--- config.mk ---
export PLATFORM = sky130hd
export DESIGN_NAME = uart_tx_buffer
export DESIGN_NICKNAME = d
export VERILOG_FILES = /design/src/rtl/uart_tx_buffer.sv
export SDC_FILE = /design/constraint.sdc
export NUM_CORES = 1
export LEC_CHECK = 0
export CAP_MARGIN = 10
export CORE_ASPECT_RATIO = 2
export CORE_UTILIZATION = 60
export DETAILED_ROUTE_END_ITERATION = 7
export GPL_ROUTABILITY_DRIVEN = 0
export PLACE_DENSITY = 0.77
export REMOVE_ABC_BUFFERS = 1
export SLEW_MARGIN = 0
export SYNTH_ARGS = -nofsm -noshare
export SYNTH_HDL_FRONTEND = slang
export SYNTH_SLANG_ARGS = --single-unit
--- constraint.sdc ---
create_clock -name clk -period 7.8 [get_ports clk]
set_input_delay 0.78 -clock clk [delete_from_list [all_inputs] [get_ports clk]]
set_output_delay 0.78 -clock clk [all_outputs]
set_load 0.05 [all_outputs]
--- src/rtl/uart_tx_buffer.sv ---
`default_nettype none
// ============================================================================
// Module      : uart_tx_buffer
// Description : Byte FIFO feeding an 8N1-style UART serializer (LSB first).
// Revision    : 1.0
// ============================================================================

module uart_tx_buffer #(
    parameter int SYS_CLK_FREQ    = 100000000,
    parameter int UART_BAUD_RATE  = 115200,
    parameter int BYTE_SIZE       = 8,
    parameter int FIFO_SIZE       = 16,
    parameter int FIFO_INDEX_SIZE = 4
) (
    input  logic                 clk,
    input  logic                 rst,
    input  logic                 wr_en,
    input  logic [BYTE_SIZE-1:0] wr_data,
    output logic                 full,
    output logic                 empty,
    output logic                 busy,
    output logic                 drop,
    output logic                 Tx
);

    localparam int c_BAUD_DIV = SYS_CLK_FREQ / UART_BAUD_RATE;
    localparam int c_BAUD_W   = (c_BAUD_DIV > 1) ? $clog2(c_BAUD_DIV) : 1;
    localparam int c_BIT_W    = (BYTE_SIZE > 1) ? $clog2(BYTE_SIZE) : 1;
    localparam logic [c_BAUD_W-1:0]        c_BAUD_LAST = c_BAUD_W'(c_BAUD_DIV - 1);
    localparam logic [c_BIT_W-1:0]         c_BIT_LAST  = c_BIT_W'(BYTE_SIZE - 1);
    localparam logic [FIFO_INDEX_SIZE:0]   c_COUNT_MAX = (FIFO_INDEX_SIZE + 1)'(FIFO_SIZE);

    typedef enum logic [1:0] {
        S_IDLE  = 2'd0,
        S_START = 2'd1,
        S_DATA  = 2'd2,
        S_STOP  = 2'd3
    } state_t;

    state_t                     state_q,    state_d;
    logic [FIFO_INDEX_SIZE:0]   count_q,    count_d;
    logic [FIFO_INDEX_SIZE-1:0] wr_ptr_q,   wr_ptr_d;
    logic [FIFO_INDEX_SIZE-1:0] rd_ptr_q,   rd_ptr_d;
    logic [c_BAUD_W-1:0]        baud_cnt_q, baud_cnt_d;
    logic [c_BIT_W-1:0]         bit_idx_q,  bit_idx_d;
    logic [BYTE_SIZE-1:0]       shift_q,    shift_d;
    logic                       tx_q,       tx_d;
    logic                       drop_q,     drop_d;
    logic [BYTE_SIZE-1:0]       mem_q [FIFO_SIZE];

    logic w_push;
    logic w_pop;
    logic w_baud_done;

    assign full        = (count_q == c_COUNT_MAX);
    assign empty       = (count_q == '0);
    assign busy        = (state_q != S_IDLE);
    assign drop        = drop_q;
    assign Tx          = tx_q;
    assign w_push      = wr_en && !full;
    assign w_baud_done = (baud_cnt_q == c_BAUD_LAST);

    // Serializer next-state; a pop is requested only from IDLE or at the end of STOP.
    always_comb begin
        state_d    = state_q;
        baud_cnt_d = baud_cnt_q;
        bit_idx_d  = bit_idx_q;
        shift_d    = shift_q;
        w_pop      = 1'b0;
        case (state_q)
            S_IDLE: begin
                if (!empty) begin
                    w_pop      = 1'b1;
                    shift_d    = mem_q[rd_ptr_q];
                    baud_cnt_d = '0;
                    bit_idx_d  = '0;
                    state_d    = S_START;
                end
            end
            S_START: begin
                if (w_baud_done) begin
                    baud_cnt_d = '0;
                    state_d    = S_DATA;
                end else begin
                    baud_cnt_d = baud_cnt_q + c_BAUD_W'(1);
                end
            end
            S_DATA: begin
                if (w_baud_done) begin
                    baud_cnt_d = '0;
                    shift_d    = shift_q >> 1;
                    if (bit_idx_q == c_BIT_LAST) begin
                        state_d = S_STOP;
                    end else begin
                        bit_idx_d = bit_idx_q + c_BIT_W'(1);
                    end
                end else begin
                    baud_cnt_d = baud_cnt_q + c_BAUD_W'(1);
                end
            end
            S_STOP: begin
                if (w_baud_done) begin
                    baud_cnt_d = '0;
                    bit_idx_d  = '0;
                    if (!empty) begin
                        w_pop   = 1'b1;
                        shift_d = mem_q[rd_ptr_q];
                        state_d = S_START;
                    end else begin
                        state_d = S_IDLE;
                    end
                end else begin
                    baud_cnt_d = baud_cnt_q + c_BAUD_W'(1);
                end
            end
            default: state_d = S_IDLE;
        endcase
    end

    // Tx follows the current state one cycle later, so the first low bit lands two edges after a write.
    always_comb begin
        tx_d = 1'b1;
        case (state_q)
            S_START: tx_d = 1'b0;
            S_DATA:  tx_d = shift_q[0];
            default: tx_d = 1'b1;
        endcase
    end

    always_comb begin
        count_d  = count_q;
        wr_ptr_d = wr_ptr_q;
        rd_ptr_d = rd_ptr_q;
        drop_d   = wr_en && full;
        if (w_push) begin
            wr_ptr_d = wr_ptr_q + FIFO_INDEX_SIZE'(1);
        end
        if (w_pop) begin
            rd_ptr_d = rd_ptr_q + FIFO_INDEX_SIZE'(1);
        end
        case ({w_push, w_pop})
            2'b10:   count_d = count_q + (FIFO_INDEX_SIZE + 1)'(1);
            2'b01:   count_d = count_q - (FIFO_INDEX_SIZE + 1)'(1);
            default: count_d = count_q;
        endcase
    end

    always_ff @(posedge clk) begin
        if (rst) begin
            state_q    <= S_IDLE;
            count_q    <= '0;
            wr_ptr_q   <= '0;
            rd_ptr_q   <= '0;
            baud_cnt_q <= '0;
            bit_idx_q  <= '0;
            shift_q    <= '0;
            tx_q       <= 1'b1;
            drop_q     <= 1'b0;
        end else begin
            state_q    <= state_d;
            count_q    <= count_d;
            wr_ptr_q   <= wr_ptr_d;
            rd_ptr_q   <= rd_ptr_d;
            baud_cnt_q <= baud_cnt_d;
            bit_idx_q  <= bit_idx_d;
            shift_q    <= shift_d;
            tx_q       <= tx_d;
            drop_q     <= drop_d;
        end
    end

    always_ff @(posedge clk) begin
        if (!rst && w_push) begin
            mem_q[wr_ptr_q] <= wr_data;
        end
    end

endmodule

`default_nettype wire

==> results.txt, run 1 <==
----------------------------------------------------
[Status]
  Result of the run ... finished clean

[Final layout]
  Layout fillers ... 770
  Combined flip-flop and latch cell area ... 4690 um2
  Most frequent standard cell in the layout excluding fill and tap cells ... sky130_fd_sc_hd__edfxtp_1
  Final Net Count ... 520
  Top library cells by usage in the layout, fill and taps aside ... sky130_fd_sc_hd__edfxtp_1 (128), sky130_fd_sc_hd__dfxtp_1 (40), sky130_fd_sc_hd__nor2_1 (38), sky130_fd_sc_hd__mux4_2 (32), sky130_fd_sc_hd__a21oi_1 (18)
  Multi-input gate area ... 2450 um2
  Fraction of final layout cells with drive strength greater than 1 ... 18.4%
  Count of inserted antenna diode cells ... 0
  Post-synthesis to final-layout area growth ... 11.4%
  Post-route cell area ... 8150 um2

[Synthesis]
  Share of synthesized area occupied by flip-flops and latches ... 64.0%
  Combined area of all synthesized cells ... 7320 um2
  Cells taking the most area after synthesis ... sky130_fd_sc_hd__edfxtp_1 (53%), sky130_fd_sc_hd__dfxtp_1 (11%), sky130_fd_sc_hd__mux4_2 (9.8%)
  Share of synthesized registers carrying an async set or reset ... 0%
  Syn. warnings ... 0
  Number of enable flip-flop cells after synthesis ... 128
  Post-synthesis average cell area ... 15.2 um2
  Number of instances in the synthesized netlist ... 481
  Number of storage elements in the synthesis netlist ... 170
  Area share of the largest cell type after synthesis ... 52.5%
  Primary flip-flop cell chosen by synthesis mapping ... sky130_fd_sc_hd__edfxtp_1
  Number of library cell types mapped by synthesis ... 71
  Biggest area consumer among synthesized cells ... sky130_fd_sc_hd__edfxtp_1

[STA]
  Part of the cycle the worst path needs ... 44.0%
  Achievable clock frequency ... 0.292 GHz
  Final-report max-slew violation count ... 0
  RSZ-0062 raised after global routing ... no
  Final-report setup violation count ... 0
  Worst clock skew ... 0.0154 ns
  Time the final worst path needs with I/O delays and setup ... 3.43 ns
  Worst-Margin Slew ... 1.19 ns
  Final critical-path setup slack ... 4.37 ns
  Total count of hold-check failures in the final report ... 0
  Worst slew slack as a fraction of its limit ... 19.9%
  Post-Route Setup TNS ... 0 ns

[Clocking]
  Number of cells upsized or downsized after cts ... 0
  CTS buffer count ... 17
  Later-pin clock latency in the skew report ... 0.43 ns
  Master cell of the clock root buffer ... sky130_fd_sc_hd__clkbuf_16
  TritonCTS clock tree ... yes
  Maximum level of the CTS H-tree ... 4
  Clock Path Buffers ... 2
  Count of buffers added by post-CTS timing repair for setup ... 0
  Hold-fix buffer count after cts ... 0
  Reg clk slew, reported paths ... 0.08 ns
  TritonCTS Sinks ... 170

[Die]
  Starting Density ... 62.2%
  Die height ... 158 um
  Number of top-level pins ... 16
  Die area ... 12700 um2
  Placement row count ... 56
  DIE WIDTH ... 80.1 um
  Core Footprint ... 11800 um2

[Global route]
  Overall overflow remaining after global route ... 0
  Largest net degree at the start of global routing ... 53
  Global-route wire length before repair ... 22.5 mm
  Global router's overall resource usage ... 25.4%
  Vias in the first global route ... 4193
  Antenna violations before repair ... 0

[Worst setup path]
  CP startpoint kind ... flop
  Data arrival time of the critical path ... 3.75 ns
  Worst setup EP type ... flop
  Largest fanout on the critical path ... 8
  Kind of critical path ... reg -> reg
  WP data required ... 8.12 ns
  Minimum setup slack among reg-to-reg paths ... 4.37 ns

[Run]
  Max-cap viol count ... 0

[Routing]
  Antenna-violating nets left ... 0
  Ratio of routed vias to standard cells ... 6.36
  Detailed Routing Iterations Pass 1 ... 7
  # DRC ... 0
  Routed Wire Length ... 14.6 mm
  Wire length per cell after detailed routing ... 22.5 um
  Via count ... 4141
  DR iter-0 viols ... 205

[Min path]
  Min-Delay Path Class ... reg -> reg

[Placed design]
  IO Port Bufs ... 15
  Instance area at placement ... 7530 um2
  Post-Place Worst Slack ... 4.23 ns
  Detailed Place HPWL ... 10.1 mm

[Power]
  Cell area power density ... 324 nW/um2
  Standby leakage power ... 0.00268 uW
  Peak supply drop ... 0.000222 V

----------------------------------------------------
## report_power, final
group	switching (uW)	internal, uW
logic	399	296
clock network	411	437
registers	68.3	1030
total	878	1760
## critical path, stage by stage, from the launching register on
cell and delay, ns:
sky130_fd_sc_hd__dfxtp_1 0.40, sky130_fd_sc_hd__ha_1 0.42, sky130_fd_sc_hd__nand4bb_1 0.16, sky130_fd_sc_hd__o31a_4 0.34, sky130_fd_sc_hd__nor3_4 0.31, sky130_fd_sc_hd__ha_1 0.39, sky130_fd_sc_hd__nor4_1 0.60, sky130_fd_sc_hd__nand2_1 0.15
sky130_fd_sc_hd__o21ai_2 0.14, sky130_fd_sc_hd__a211oi_2 0.09, sky130_fd_sc_hd__mux2_4 0.31
## sequential cells by signal, indices dropped and copies added (netlist names), named ones only
register    count
bit_idx_q       3
baud_cnt_q     10
count_q         5
Tx              1
rd_ptr_q        4
mem_q         128
wr_ptr_q        4
state_q         2
shift_q         8
drop            1
## per-stage QoR
step / hold slack, ns / util, % / total power, uW / cells
final: 0.492 / 69.2 / 2640 / 651
after global routing: 0.528 / 69.2 / 2750 / 651
after CTS: 0.495 / 69.2 / 2650 / 650
after detailed placement: 0.484 / 64.0 / 1810 / 618
after global placement: 0.466 / 64.0 / 1780 / 618
after floorplan: 0.449 / - / 1620 / 456
## cell families after synthesis
group,share of synthesized area [%]
xor gates and xnor gates,0.957
DFF,64.0
buffers and inverters,2.50
muxes,11.5
and+or+nand+nor,10.8
adders and majority gates,2.74
AOI/OAI and AO/OA,7.54
## layer usage
| layer | share of wire [%] | global-route usage, % | vias to the layer above |
|---|---|---|---|
| li1 | - | - | 1909 |
| met1 | 35 | 25.9 | 2073 |
| met2 | 57 | 46.7 | 122 |
| met3 | 3.4 | 4.84 | 37 |
| met4 | 4.8 | 15.2 | 0 |
| met5 | 0 | 0 | - |
## synthesized netlist by cell type (6+ instances only)
master,instances
sky130_fd_sc_hd__edfxtp_1,128
sky130_fd_sc_hd__mux2i_1,8
sky130_fd_sc_hd__nand2b_1,10
sky130_fd_sc_hd__nor2b_1,13
sky130_fd_sc_hd__nor3_1,17
sky130_fd_sc_hd__a211oi_1,8
sky130_fd_sc_hd__mux4_2,32
sky130_fd_sc_hd__nand2_1,17
sky130_fd_sc_hd__nand3_1,6
sky130_fd_sc_hd__a22oi_1,14
sky130_fd_sc_hd__a21oi_1,18
sky130_fd_sc_hd__clkbuf_1,12
sky130_fd_sc_hd__inv_1,10
sky130_fd_sc_hd__nor2_1,38
sky130_fd_sc_hd__dfxtp_1,42
sky130_fd_sc_hd__ha_1,16
## layout make-up
| cell class | instances | share of cell area [%] |
|---|---|---|
| multi-input combinational | 275 | 30.1 |
| sequential | 170 | 57.5 |
| tap | 145 | 2.23 |
| inverter | 11 | 0.568 |
| clock buffer | 17 | 5.22 |
| timing repair buffer | 18 | 2.09 |
| clock inverter | 15 | 2.30 |
## final timing paths
path | startpoint | endpoint | depth (start not counted)
worst min register to register | bit_idx_q[2] | bit_idx_q[2] | 2
worst min-delay path | bit_idx_q[2] | bit_idx_q[2] | 2
worst max register to register | state_q[1] | count_q[3] | 10
worst max-delay path | state_q[1] | count_q[3] | 10
Note: power is estimated with default switching activity, not from simulation.
==> inputs of run 2 (changes only) <==
==> constraint.sdc (replaced) <==
create_clock -name clk -period 3.2 [get_ports clk]
set_input_delay 0.32 -clock clk [delete_from_list [all_inputs] [get_ports clk]]
set_output_delay 0.32 -clock clk [all_outputs]
set_load 0.05 [all_outputs]
==> run 2 against run 1 <==
Hold slack lost 0.0032 ns. Register-to-register slack worse by 4.2 ns. Wire length grew 2.5%. Combinational power grew to 2.6 times the previous value. Critical path depth is 1 higher. Sequential share of layout area shrank 1.3 points. Sequential power is 140% higher. Cell count grew 3.7%. Global-route usage is 0.91 points higher. Critical path type unchanged. Largest cell class unchanged. Highest routed layer unchanged.
==> results.txt, run 2 (synthesis gave the netlist of run 1 again) <==
----------------------------------------------------
[Die]
  Die height ... 158 um (unchanged)
  Core Footprint ... 11800 um2 (unchanged)
  Placement row count ... 56 (unchanged)
  Die area ... 12700 um2 (unchanged)
  Number of top-level pins ... 16 (unchanged)
  Starting Density ... 62.2% (unchanged)
  DIE WIDTH ... 80.1 um (unchanged)

[Worst setup path]
  CP max stage delay ... 0.40 ns (was 0.60 ns)
  Largest fanout on the critical path ... 8 (unchanged)
  WP data required ... 3.51 ns (was 8.12 ns)
  CP startpoint kind ... flop (unchanged)
  RR Startpoint ... baud_cnt_q[0] (was state_q[1])
  Critical Path Source ... baud_cnt_q[0] (was state_q[1])
  Kind of critical path ... reg -> reg (unchanged)
  Library cell appearing most often on the critical path ... sky130_fd_sc_hd__ha_1 (unchanged)
  Critical-path cell list ... ha_1, nand4bb_4, o31a_4, nor3_4, ha_1, nor4_1, buf_4, nand2_1, o21ai_2, a211oi_2, mux2_4 (was ha_1, nand4bb_1, o31a_4, nor3_4, ha_1, nor4_1, nand2_1, o21ai_2, a211oi_2, mux2_4)
  Worst setup EP type ... flop (unchanged)
  Critical-path top delay cell ... sky130_fd_sc_hd__dfxtp_1 (was sky130_fd_sc_hd__nor4_1)
  Data arrival time of the critical path ... 3.32 ns (was 3.75 ns)

[Global route]
  Largest net degree at the start of global routing ... 52 (was 53)
  Global-route wire length before repair ... 23.3 mm (was 22.5 mm)
  Vias in the first global route ... 4436 (was 4193)
  Global router's overall resource usage ... 26.3% (was 25.4%)
  Antenna violations before repair ... 0 (unchanged)
  Overall overflow remaining after global route ... 0 (unchanged)

[Final layout]
  Utilization of the core after routing ... 70.8% (was 69.2%)
  Registers with the most flip-flops ... mem_q x128, baud_cnt_q x10, shift_q x8 (unchanged)
  Top register by number of flip-flops ... mem_q (unchanged)
  Number of flip-flops under the largest register name ... 128 (unchanged)
  Post-route cell area ... 8340 um2 (was 8150 um2)
  Count of inserted antenna diode cells ... 0 (unchanged)
  Most frequent standard cell in the layout excluding fill and tap cells ... sky130_fd_sc_hd__edfxtp_1 (unchanged)
  Fraction of final layout cells with drive strength greater than 1 ... 22.1% (was 18.4%)
  Post-synthesis to final-layout area growth ... 14.0% (was 11.4%)
  Top library cells by usage in the layout, fill and taps aside ... sky130_fd_sc_hd__edfxtp_1 (128), sky130_fd_sc_hd__dfxtp_1 (41), sky130_fd_sc_hd__nor2_1 (38), sky130_fd_sc_hd__mux4_2 (32), sky130_fd_sc_hd__buf_4 (26) (was sky130_fd_sc_hd__edfxtp_1 (128), sky130_fd_sc_hd__dfxtp_1 (40), sky130_fd_sc_hd__nor2_1 (38), sky130_fd_sc_hd__mux4_2 (32), sky130_fd_sc_hd__a21oi_1 (18))
  Final Net Count ... 544 (was 520)
  Layout fillers ... 757 (was 770)

[STA]
  Worst-Margin Slew ... 0.739 ns (was 1.19 ns)
  Final-report max-slew violation count ... 0 (unchanged)
  Worst slew slack as a fraction of its limit ... 50.5% (was 19.9%)
  Post-Route Setup TNS ... 0 ns (unchanged)
  Total count of hold-check failures in the final report ... 0 (unchanged)
  Achievable clock frequency ... 0.332 GHz (was 0.292 GHz)
  Time the final worst path needs with I/O delays and setup ... 3.01 ns (was 3.43 ns)
  Part of the cycle the worst path needs ... 94.0% (was 44.0%)
  Worst clock skew ... 0.00985 ns (was 0.0154 ns)
  Final-report setup violation count ... 0 (unchanged)
  Tightest hold margin ... 0.489 ns (was 0.492 ns)
  RSZ-0062 raised after global routing ... no (unchanged)

[Clocking]
  TritonCTS clock tree ... yes (unchanged)
  Count of buffers added by post-CTS timing repair for setup ... 0 (unchanged)
  Number of cells upsized or downsized after cts ... 0 (unchanged)
  Maximum level of the CTS H-tree ... 4 (unchanged)
  Later-pin clock latency in the skew report ... 0.43 ns (about the same)
  Reg clk slew, reported paths ... 0.07 ns (was 0.08 ns)
  Hold-fix buffer count after cts ... 0 (unchanged)
  CTS buffer count ... 17 (unchanged)
  Master cell of the clock root buffer ... sky130_fd_sc_hd__clkbuf_16 (unchanged)
  TritonCTS Sinks ... 170 (unchanged)
  Clock Path Buffers ... 2 (unchanged)

[Placed design]
  Detailed Place HPWL ... 10.3 mm (was 10.1 mm)
  IO Port Bufs ... 15 (unchanged)
  Instance area at placement ... 7730 um2 (was 7530 um2)

[Routing]
  Routed Wire Length ... 15.0 mm (was 14.6 mm)
  # DRC ... 0 (unchanged)
  Detailed Routing Iterations Pass 1 ... 8 (was 7)
  Ratio of routed vias to standard cells ... 6.24 (was 6.36)
  Via count ... 4214 (was 4141)
  DR iter-0 viols ... 257 (was 205)
  Antenna-violating nets left ... 0 (unchanged)
  Wire length per cell after detailed routing ... 22.2 um (was 22.5 um)

[Run]
  Max-cap viol count ... 0 (unchanged)

[Status]
  Result of the run ... finished clean (unchanged)

[Power]
  Power consumption ... 6490 uW (was 2640 uW)
  Cell area power density ... 778 nW/um2 (was 324 nW/um2)
  Standby leakage power ... 0.00280 uW (was 0.00268 uW)
  Peak supply drop ... 0.000598 V (was 0.000222 V)

[Min path]
  Hold path startpoint ... bit_idx_q[2] (unchanged)
  Min-Delay Path Class ... reg -> reg (unchanged)

----------------------------------------------------
## run 2: worst max-delay path, delay by kind of cell, from the launching register on
kind            cells  cell delay [ns]
simple gates        4             0.74
flops               1             0.40
buf+inv             1             0.17
fa+ha+maj           2             0.63
compound gates      3             0.62
mux                 1             0.31
## run 2: path summary, 6_finish.rpt
path                                     end  slack, ns  depth (start not counted)
worst max-delay path              count_q[3]       0.19                         11
worst min-delay path            bit_idx_q[2]       0.49                          2
worst max register to register    count_q[3]       0.19                         11
worst min register to register  bit_idx_q[2]       0.49                          2
## run 2: stage by stage
stage,setup WS [ns],std cells
2_1_floorplan,0.122,456
3_3_place_gp,0.298,643
3_5_place_dp,0.229,643
4_1_cts,0.199,675
5_1_grt,0.0121,675
6_report,0.192,675
## run 2: cell type report
type | instances | area, um2 | share of cell area [%]
Clock inverter | 15 | 178 | 2.13
Clock buffer | 17 | 425 | 5.10
Inverter | 11 | 46.3 | 0.555
Sequential cell | 170 | 4690 | 56.2
Tap cell | 145 | 181 | 2.18
Multi-Input combinational cell | 275 | 2460 | 29.5
Timing Repair Buffer | 42 | 365 | 4.38
## run 2: per-layer routing
layer / GRT usage [%] / wire, um
met1: 25.7 / 5120
met2: 50.4 / 9000
met3: 4.15 / 446
met4: 15.0 / 420
met5: 0 / 0
## run 2: where the power goes
part           internal (uW)  leakage [uW]  switching [uW]
logic                    783       0.00102            1010
clock network           1120      0.000283             934
registers               2500       0.00150             142
==> inputs of run 3 (changes only) <==
--- a/config.mk
+++ b/config.mk
@@ -8,6 +8,8 @@
 export CAP_MARGIN = 10
 export CORE_ASPECT_RATIO = 2
 export CORE_UTILIZATION = 60
+export CTS_BUF_LIST = sky130_fd_sc_hd__clkbuf_8 sky130_fd_sc_hd__clkbuf_16
+export CTS_CLUSTER_SIZE = 12
 export DETAILED_ROUTE_END_ITERATION = 7
 export GPL_ROUTABILITY_DRIVEN = 0
 export PLACE_DENSITY = 0.77
==> results of run 3 <==
Final layout, timing and power as in run 2 (identical DEF).
==> patch 1: new RTL, settings of run 3 <==
The 4 states of `state_t` get a one-hot encoding in 4 bits.
--- a/src/rtl/uart_tx_buffer.sv
+++ b/src/rtl/uart_tx_buffer.sv
@@ -32,7 +32,7 @@
 
-    typedef enum logic [1:0] {
-        S_IDLE  = 2'd0,
-        S_START = 2'd1,
-        S_DATA  = 2'd2,
-        S_STOP  = 2'd3
+    typedef enum logic [3:0] {
+        S_IDLE  = 4'b0001,
+        S_START = 4'b0010,
+        S_DATA  = 4'b0100,
+        S_STOP  = 4'b1000
     } state_t;
Function: no difference found for any inputs over 10 cycles, from zero or initial values and one cycle with rst high; not proved beyond that.
==> patch 1 against run 3 <==
Synthesized cell count up 7.7%. Cell area up 0.53%. Area after synthesis is 1.0% lower. Global-route usage rose by 1.0 points. Sequential cell count rose by 2. Critical path depth is 1 higher. Maximum frequency shrank 2.6%. Wire length up 2.4%. Worst setup slack worse by 0.080 ns. Via count grew 5.7%. Power fell by 0.60%. Largest cell class unchanged.
==> patch 1: results (changes against run 3) <==
Vias post-DR: 4453 (was 4214)
Setup Skew: 0.0109 ns (was 0.00985 ns)
Compound-Gate Fraction of Synth Area: 8.15% (was 7.54%)
EDFF count, synth: 128 (unchanged)
Synth Area in XOR/XNOR: 2.06% (was 0.957%)
Critical path origin: state_q[1] (was baud_cnt_q[0])
Residual DRC: 0 (unchanged)
Netlist cell types: 49 (was 71)
CP max stage cell: or4b_1 (was dfxtp_1)
Async SR Flop Fraction: 0% (unchanged)
Share of cells above drive strength 1: 17.9% (was 22.1%)
Fillers: 779 (was 757)
Dpl ws: 0.0728 ns (was 0.229 ns)
Worst vdd ir: 0.583 mV (was 0.598 mV)
Leakage: 2.87 nW (was 2.80 nW)
Deepest clock path buffer count: 2 (unchanged)
Skew-Pair Late Insertion Delay: 0.42 ns
Hold Crit Class: reg -> reg (unchanged)
Slew headroom: 30.3% (was 50.5%)
Commonest cells in the netlist: edfxtp_1, nor2_1, dfxtp_1, mux2i_1, nand2_1 (was edfxtp_1, dfxtp_1, nor2_1, mux4_2, a21oi_1)
CTS H-tree depth: 4 (unchanged)
Drt wl/cell: 21.3 um (was 22.2 um)
Syn Inst Count: 518 (was 481)
GRT Total Usage: 27.3% (was 26.3%)
Post-Layout Cell Count: 721 (was 675)
HPWL after DPL: 10.9 mm (was 10.3 mm)
Placed Instances: 689 (was 643)
Adder-Cell Fraction of Synth Area: 1.73% (was 2.74%)
DRT Pass-1 Iters: 5 (was 8)
Main area contributors after synthesis: edfxtp_1, dfxtp_1, mux4_2 (unchanged)
Nets: 584 (was 544)
# diodes: 0 (unchanged)
Initial DRC Count: 229 (was 257)
Clock transition at path regs: 0.07 ns (about the same)
Largest net degree at the start of global routing: 39 (was 52)
Outcome: complete, no violations (unchanged)
CTS Buf Count: 17 (unchanged)
Slowest Stage Delay on Critical Path: 0.56 ns (was 0.40 ns)
PortBufs: 15 (unchanged)
Antenna violations before repair: 0 (unchanged)
HP Start: shift_q[2] (was bit_idx_q[2])
Ys Warns: 0 (unchanged)
Regs by FF count: mem_q x128, baud_cnt_q x10, shift_q x8 (unchanged)
MaxCap Viol Count: 0 (unchanged)
Dpl cell area: 7770 sq um (was 7730 sq um)
First-pass GRT wire length: 24.3 mm (was 23.3 mm)
Seq/Total Area, Yosys: 65.2% (was 64.0%)
Mux cell area share after synthesis: 10.6% (was 11.5%)
Clock Tree Root: clkbuf_16 (unchanged)
Critical Path AT: 3.40 ns (was 3.32 ns)
Crit-path max FO: 3 (was 8)
-- patch 1: cell types whose count changed after synthesis, moves of 6 or more --
| cell | delta |
|---|---|
| mux4_2 | -13 |
| nor2_1 | +22 |
| ha_1 | -6 |
| nand2_1 | +7 |
| mux2i_1 | +25 |
| a221oi_1 | +14 |
| a32o_1 | +7 |
| xor2_1 | +9 |
| o211ai_1 | +6 |
| a211oi_1 | -6 |
| nor2b_1 | -9 |
-- patch 1: critical path, delay by kind of cell (launching register included) --
kind	cells	cell delay, ns
and+or+nand+nor	3	1.11
DFF	1	0.31
adders and majority gates	2	0.41
AOI/OAI and AO/OA	5	0.99
xor gates and xnor gates	1	0.07
buffers and inverters	1	0.09
-- patch 1: layout make-up --
cell class / instances / area (sq um) / area share, %
Clock inverter: 15 / 170 / 2.03
Tap cell: 145 / 181 / 2.16
Inverter: 9 / 33.8 / 0.403
Sequential cell: 172 / 4730 / 56.4
Clock buffer: 17 / 425 / 5.07
Multi-Input combinational cell: 306 / 2370 / 28.3
Timing Repair Buffer: 57 / 478 / 5.70
-- patch 1: power by group --
group	total [mW]	switching, mW	internal, mW
sequential	2.61	0.0986	2.51
combinational	1.85	1.06	0.786
clock	2.00	0.949	1.05
-- patch 1: final timing paths --
check,endpoint,slack (ns),cells past startpoint
worst max-delay path,count_q[4],0.11,12
worst min-delay path,shift_q[2],0.46,1
worst max register to register,count_q[4],0.11,12
worst min register to register,shift_q[2],0.46,1
-- patch 1: timing repair --
action / CTS / global route
gates resized for setup: 0 / 3
setup buffers: 0 / 0
endpoints found under the setup margin: 0 / 1
-- patch 1: routing by layer --
metal  wire (um)  global-route usage, %  up-vias
li1            -                      -     2084
met3         594                   5.16       39
met5           0                      0        -
met4         857                   17.2        0
met1        5080                   26.7     2191
met2        8820                   50.8      139
==> patch 2: new RTL, config.mk and constraints of run 3 <==
Without the edit above. The parameter `FIFO_SIZE` goes from 16 to 8.
--- a/src/rtl/uart_tx_buffer.sv
+++ b/src/rtl/uart_tx_buffer.sv
@@ -11,3 +11,3 @@
     parameter int BYTE_SIZE       = 8,
-    parameter int FIFO_SIZE       = 16,
+    parameter int FIFO_SIZE       = 8,
     parameter int FIFO_INDEX_SIZE = 4
Behaviour: not the same (a bounded check fails within 10 cycles, from zero or initial values and one cycle with rst high).
==> patch 2 against run 3 <==
First-iteration DRC count down 32%. Clock skew down 0.0027 ns. Power down 36%. Cell area down 36%. Count of clock-buffer cells in the layout down 8. Area after synthesis down 35%. Via count down 26%. Worst setup slack better by 0.0040 ns. Die area down 35%. Core utilization down 0.75 points. Wire length down 39%. Sequential cell count down 67. Critical path type unchanged. Critical endpoint is now count_q[4].
==> patch 2: results (changes against run 3) <==
Initial DRC Count: 176 (was 257)
Placed Instances: 495 (was 643)
Dpl cell area: 5000 sq um (was 7730 sq um)
Compound-Gate Fraction of Synth Area: 11.8% (was 7.54%)
Synth Area in XOR/XNOR: 0.926% (was 0.957%)
Share of cells above drive strength 1: 11.8% (was 22.1%)
HPWL after DPL: 6.31 mm (was 10.3 mm)
Hold Crit Class: reg -> reg (unchanged)
Clock Tree Root: clkbuf_16 (unchanged)
Post-CTS setup buffers: 0 (unchanged)
Skew-Pair Late Insertion Delay: 0.34 ns (was 0.43 ns)
Routed wire length: 9.10 mm (was 15.0 mm)
Largest net degree at the start of global routing: 41 (was 52)
Slew headroom: 53.1% (was 50.5%)
CTS H-tree depth: 3 (was 4)
Regs by FF count: mem_q x64, baud_cnt_q x10, shift_q x8 (was mem_q x128, baud_cnt_q x10, shift_q x8)
DRT Pass-1 Iters: 4 (was 8)
Commonest cells in the netlist: edfxtp_1, dfxtp_1, mux2i_1, nor2_1, nand2_1 (was edfxtp_1, dfxtp_1, nor2_1, mux4_2, a21oi_1)
Synth Area per Inst: 12.1 sq um (was 15.2 sq um)
EDFF count, synth: 64 (was 128)
Crit-path max FO: 6 (was 8)
Drt wl/cell: 17.8 um (was 22.2 um)
GRT Total Usage: 23.7% (was 26.3%)
Seq/Total Area, Yosys: 57.2% (was 64.0%)
Outcome: complete, no violations (unchanged)
Netlist cell types: 55 (was 71)
Number of global-route vias before repair: 3168 (was 4436)
Dpl ws: 0.218 ns (was 0.229 ns)
Vias post-DR: 3126 (was 4214)
Setup Skew: 0.00715 ns (was 0.00985 ns)
Worst vdd ir: 0.503 mV (was 0.598 mV)
First-pass GRT wire length: 14.4 mm (was 23.3 mm)
Mux cell area share after synthesis: 9.03% (was 11.5%)
Nets: 437 (was 544)
Main area contributors after synthesis: edfxtp_1, dfxtp_1, mux2i_1 (was edfxtp_1, dfxtp_1, mux4_2)
# diodes: 0 (unchanged)
Leakage: 1.84 nW (was 2.80 nW)
CTS Buf Count: 9 (was 17)
Adder-Cell Fraction of Synth Area: 3.71% (was 2.74%)
patch 2: cells by family (layout without fill, tap and decap cells):
group | Yosys count | in the layout
compound gates | 77 | 77
xor+xnor | 5 | 5
fa+ha+maj | 14 | 14
buf+inv | 32 | 58
flops | 103 | 103
mux | 42 | 42
simple gates | 118 | 118
patch 2: final timing paths:
| path | start | endpoint | slack, ns | depth (start not counted) |
|---|---|---|---|---|
| worst max-delay path | baud_cnt_q[0] | count_q[4] | 0.20 | 11 |
| worst min-delay path | bit_idx_q[2] | bit_idx_q[2] | 0.48 | 2 |
| worst max register to register | baud_cnt_q[0] | count_q[4] | 0.20 | 11 |
| worst min register to register | bit_idx_q[2] | bit_idx_q[2] | 0.48 | 2 |
patch 2: report_power, final:
group	internal (mW)	switching (mW)
sequential	1.53	0.0834
combinational	0.563	0.789
clock	0.696	0.486
total	2.79	1.36
patch 2: worst max-delay path, stage by stage (launching register included):
cell and delay [ns]:
dfxtp_1 0.36, ha_1 0.26, and4bb_4 0.30, a41oi_1 0.21
nor3_2 0.20, ha_1 0.30, xor2_1 0.10, ha_1 0.22
nor2b_1 0.14, o32a_1 0.28, a31oi_1 0.16, mux2_2 0.35
patch 2: cell type report:
type | instances | area (sq um)
clock buffer | 9 | 225
clock inverter | 7 | 103
timing repair buffer | 32 | 278
inverter | 10 | 37.5
tap | 94 | 118
multi-input combinational | 256 | 1860
sequential | 103 | 2700
fill | 549 | 2270
patch 2: layer usage:
metal | global-route usage [%] | vias up | wire length (um)
met3 | 3.13 | 30 | 195
met2 | 45.6 | 56 | 5220
li1 | - | 1512 | -
met4 | 14.8 | 0 | 346
met1 | 22.5 | 1528 | 3340
met5 | 0 | - | 0
